`src/rtl/clk_div_n.sv`:
```
// Runtime-programmable integer clock divider, 50% duty for odd and even N.
// Divisor and enable changes are applied only at period boundaries.
module clk_div_n #(
  parameter int WIDTH     = 8,
  parameter int DIV_RESET = 3
) (
  input  logic             clk,
  input  logic             rst_n,
  input  logic             en_i,
  input  logic             div_load_i,
  input  logic [WIDTH-1:0] div_i,
  output logic             clk_o,
  output logic             tick_o,
  output logic             run_o,
  output logic [WIDTH-1:0] div_o,
  output logic             pend_o,
  output logic             err_o
);

  typedef enum logic {ST_IDLE, ST_RUN} state_t;

  state_t           state_q, state_d;
  logic [WIDTH-1:0] cnt_q, cnt_d;
  logic [WIDTH-1:0] div_act_q, div_act_d;
  logic [WIDTH-1:0] div_pend_q, div_pend_d;
  logic             pend_q, pend_d;
  logic             p_q, p_d;
  logic             n_q;
  logic             tick_q, tick_d;
  logic             err_q;

  logic ld_ok, ld_bad, terminal;

  assign ld_ok    = div_load_i && (div_i > WIDTH'(1));
  assign ld_bad   = div_load_i && (div_i < WIDTH'(2));
  assign terminal = (state_q == ST_RUN) && (cnt_q == div_act_q - WIDTH'(1));

  always_comb begin
    state_d    = state_q;
    cnt_d      = cnt_q;
    div_act_d  = div_act_q;
    div_pend_d = div_pend_q;
    pend_d     = pend_q;
    tick_d     = 1'b0;
    case (state_q)
      ST_IDLE: begin
        if (ld_ok) div_act_d = div_i;
        if (en_i) begin
          state_d = ST_RUN;
          cnt_d   = '0;
          tick_d  = 1'b1;
        end
      end
      ST_RUN: begin
        if (terminal) begin
          // A load in the terminal cycle wins over anything still pending.
          cnt_d  = '0;
          pend_d = 1'b0;
          if (ld_ok)       div_act_d = div_i;
          else if (pend_q) div_act_d = div_pend_q;
          if (en_i) tick_d  = 1'b1;
          else      state_d = ST_IDLE;
        end else begin
          cnt_d = cnt_q + WIDTH'(1);
          if (ld_ok) begin
            div_pend_d = div_i;
            pend_d     = 1'b1;
          end
        end
      end
      default: state_d = ST_IDLE;
    endcase
    // High half of the period uses the divisor that governs the coming cycle.
    p_d = (state_d == ST_RUN) && (cnt_d < (div_act_d >> 1));
  end

  always_ff @(posedge clk or negedge rst_n) begin
    if (!rst_n) begin
      state_q    <= ST_IDLE;
      cnt_q      <= '0;
      div_act_q  <= WIDTH'(DIV_RESET);
      div_pend_q <= WIDTH'(DIV_RESET);
      pend_q     <= 1'b0;
      p_q        <= 1'b0;
      tick_q     <= 1'b0;
      err_q      <= 1'b0;
    end else begin
      state_q    <= state_d;
      cnt_q      <= cnt_d;
      div_act_q  <= div_act_d;
      div_pend_q <= div_pend_d;
      pend_q     <= pend_d;
      p_q        <= p_d;
      tick_q     <= tick_d;
      err_q      <= ld_bad;
    end
  end

  // Half-cycle extension for odd divisors; n is always 0 at a boundary,
  // so the parity mask can switch there without a glitch.
  always_ff @(negedge clk or negedge rst_n) begin
    if (!rst_n) n_q <= 1'b0;
    else        n_q <= p_q;
  end

  assign clk_o  = p_q | (n_q & div_act_q[0]);
  assign tick_o = tick_q;
  assign run_o  = (state_q == ST_RUN);
  assign div_o  = div_act_q;
  assign pend_o = pend_q;
  assign err_o  = err_q;

endmodule
```
`config.mk`:
```
export PLATFORM = sky130hd
export DESIGN_NAME = clk_div_n
export DESIGN_NICKNAME = d
export VERILOG_FILES = /design/src/rtl/clk_div_n.sv
export SDC_FILE = /design/constraint.sdc
export NUM_CORES = 1
export LEC_CHECK = 0
export ABC_AREA = 1
export CAP_MARGIN = 20
export CORE_UTILIZATION = 56
export DETAILED_ROUTE_END_ITERATION = 10
export PLACE_DENSITY_LB_ADDON = 0.3
export SETUP_SLACK_MARGIN = 0.4
export SLEW_MARGIN = 20
export SYNTH_ARGS = -nofsm -noshare
export SYNTH_HDL_FRONTEND = slang
export SYNTH_SLANG_ARGS = --single-unit
```
`constraint.sdc`:
```
create_clock -name clk -period 3.2 [get_ports clk]
set_input_delay 0.32 -clock clk [delete_from_list [all_inputs] [get_ports clk]]
set_output_delay 0.32 -clock clk [all_outputs]
set_load 0.05 [all_outputs]
```
==> metrics.yaml <==
yosys:
  synthArstFlopShare_pct: 100.0
  yosysTopAreaCell: "dfrtp_1"
  synth_most_common_cell: "nand2_1"
  yosys-top-cells-count: "nand2_1, inv_1, o21ai_0, dfrtp_1, nor2_1"
  syn_nets: 306
  yosys-top-cells-area: "dfrtp_1, nand2_1, o21ai_0, inv_1, dfstp_2"
  synth-seq-area-share_pct: 36.12
  syn_area_sq_um: 2092
  synthFlopType: "dfrtp_1"
  yosysUniqueCellTypes: 38
  yosys_warnings: 0
  synth-edff-count: 0
  synth_cells: 286
  ys_ff_latch: 30
  synthDominantCellAreaShare_pct: 29.90
  syn_avg_cell_area_sq_um: 7.315
clocking:
  clk_path_buf_depth: 2
  cts_made_buffers: 5
  htreeDepth: 2
  clkLatencyLatePin_ns: 0.29
  clkTransAtPathRegs_ns: 0.07
  cts.sinks: 30
  cts_tree: "done"
  root_buffer: "clkbuf_8"
  hold_buffers: 0
grt:
  grt.busiest_layer: "met2"
  grt.total_usage_pct: 29.40
  first_global_vias: 1913
  grt_overflow: 0
  grtUsageMet2_pct: 46.64
  grt_max_degree: 30
  grt_pass1_wl_mm: 8.901
  use_met3_pct: 6.884
  antenna_found_initial: 0
  met1_usage_pct: 38.07
floorplanning:
  rows: 21
  die_width_microns: 63.12
  design.core.area_sq_um: 3468
  ios: 25
  die_y_microns: 63.12
  start_util_pct: 60.32
  die_area_sq_um: 3984
sta:
  slew_headroom_pct: 64.89
  fin_skew_ns: 0.007892
  tightest_slew_ns: 0.5266
  setup_viol: 0
  hold_viol: 0
  finalSetupTns_ns: 0
  rsz0062_at_grt: "true"
  drv_slew: 0
critical_path:
  r2r_cells: 17
  r2r-end: "p_q"
  crit_end: "clk_o"
  cp_max_fo: 1
  reg2reg_slack_ns: 0.41
  cp-startpoint: "n_q"
  critPathLaunchType: "flop"
  setup.worst_path.end_class: "output port"
  arrival_ns: 2.57
  r2r_start: "div_o[0]"
  required_ns: 2.88
  worstSetupPathType: "reg -> out"
routing:
  first_iter_violations: 164
  viasPerCell: 5.549
  ant_nets: 0
  wl_mm: 5.600
  avgRoutedWirePerCell_microns: 15.30
  vias: 2031
  drc: 0
  dr.pass1.iters: 4
placement:
  dp_hpwl_mm: 3.801
  port-buffer-count: 24
  place_inst: 352
  place_area_sq_um: 2402
  place.gp.congestion: 0.9431
run_status:
  status: "finished clean"
power_and_ir_drop:
  switchingPower_w: 0.001356
  p_seq_share_pct: 26.2
  cellInternalPower_w: 0.001342
  powerDensity_nw_per_um2: 1026
  pwr-share-clk_pct: 14.0
  ir_worst_vdd_v: 0.0007480
  p_sw_share_pct: 50.26
  p_comb_share_pct: 59.8
  p_leak_nw: 1.271
final_layout:
  drive_gt1_share_pct: 17.81
  nets: 339
  stdcell_count: 366
  design_area_sq_um: 2629
  antenna_cells: 0
  synthToLayoutAreaGrowth_pct: 25.66
min_path:
  hold_class: "reg -> reg"
run:
  cap_viol_max_count: 0
## through the flow
| step | util, % | setup WS (ns) | power, W | hold WS [ns] |
|---|---|---|---|---|
| 5_1_grt | 75.79 | 0.1940 | 0.002898 | 0.4891 |
| 6_report | 75.79 | 0.3070 | 0.002698 | 0.4746 |
| 2_1_floorplan | - | 0.4201 | 0.001791 | 0.02441 |
| 4_1_cts | 73.34 | 0.2977 | 0.002588 | 0.4746 |
| 3_5_place_dp | 69.26 | 0.3222 | 0.002183 | 0.4646 |
| 3_3_place_gp | 69.26 | 0.3953 | 0.002141 | 0.4598 |
## cell usage in the layout, fill, tap and decap left out, types with 2 or more instances in the layout
cell type	count
o21ai_0	33
clkdlybuf4s50_1	23
xor2_2	2
ha_1	7
nand2_2	5
a311oi_2	2
nor2_2	5
clkbuf_1	2
nor3_1	4
a21oi_2	4
o22ai_1	5
nand2_1	76
buf_4	6
nand2_4	3
nor2_4	3
dfstp_2	3
xor2_1	9
nand3_1	10
inv_2	5
a21oi_1	3
dfrtp_1	25
clkbuf_8	5
nand3_2	3
nand3_4	2
xnor2_1	2
nor2_1	17
inv_1	38
## state kept, by name (all words and copies together), names as in the netlist
signal / flops
div_pend_q: 8
cnt_q: 8
tick_o: 1
p_q: 1
err_o: 1
run_o: 1
div_o: 8
n_q: 1
pend_o: 1
## area by class of cell
type | instances | area [sq um]
clock buffers | 7 | 76.32
clock inverters | 1 | 30.03
fillers | 265 | 839.6
inverters | 44 | 167.7
multi-input cells | 208 | 1242
flip-flops and latches | 30 | 759.5
well taps | 46 | 57.56
repair buffers | 30 | 295.3
## power groups by stage
| stage | Combinational, W | Sequential, W | Clock (W) |
|---|---|---|---|
| 2_1_floorplan | 0.000946 | 0.000844 | 0 |
| 3_3_place_gp | 0.00145 | 0.000690 | 0 |
| 3_5_place_dp | 0.00149 | 0.000696 | 0 |
| 4_1_cts | 0.00152 | 0.000692 | 0.000380 |
| 5_1_grt | 0.00178 | 0.000730 | 0.000391 |
| 6_report | 0.00161 | 0.000707 | 0.000377 |
## cells by family (layout without fill, tap and decap cells)
| logic type | Yosys count | after routing | share of synthesized area, % |
|---|---|---|---|
| AND/OR/NAND/NOR | 132 | 134 | 29.49 |
| AO/OA/AOI/OAI | 53 | 53 | 14.41 |
| buffers and inverters | 50 | 82 | 9.389 |
| flip-flops | 30 | 30 | 36.12 |
| XOR/XNOR | 13 | 13 | 5.802 |
| adder cells (fa/ha/maj) | 8 | 8 | 4.785 |
## metal layers
layer | part of all wire (%) | wire (microns)
met2 | 48 | 2667
met3 | 8.2 | 458
met5 | 0 | 0
met1 | 42 | 2343
met4 | 2.3 | 131
## worst max-delay path: stages, from the launching register on
cell	delay [ns]
dfrtn_1	0.39
a21o_1	0.15
buf_12	0.14
## how the worst min path moves through the flow
| stage | end | slack (ns) | cells past startpoint | from |
|---|---|---|---|---|
| global route | div_pend_q[1] | 0.49 | 2 | div_pend_q[1] |
| finish | div_pend_q[1] | 0.47 | 2 | div_pend_q[1] |
| CTS | div_pend_q[1] | 0.47 | 2 | div_pend_q[1] |
| floorplan | cnt_q[0] | 0.02 | 0 | rst_n |
| global placement | div_pend_q[6] | 0.46 | 2 | div_pend_q[6] |
| detailed placement | div_pend_q[1] | 0.46 | 2 | div_pend_q[1] |
## repair_timing
item,4_1_cts,5_1_grt
pin swaps,4,5
resized for setup,3,11
setup buffers,1,3
endpoints found under the setup margin,2,2
gates cloned,1,1
(Power assumes the default switching activity.)
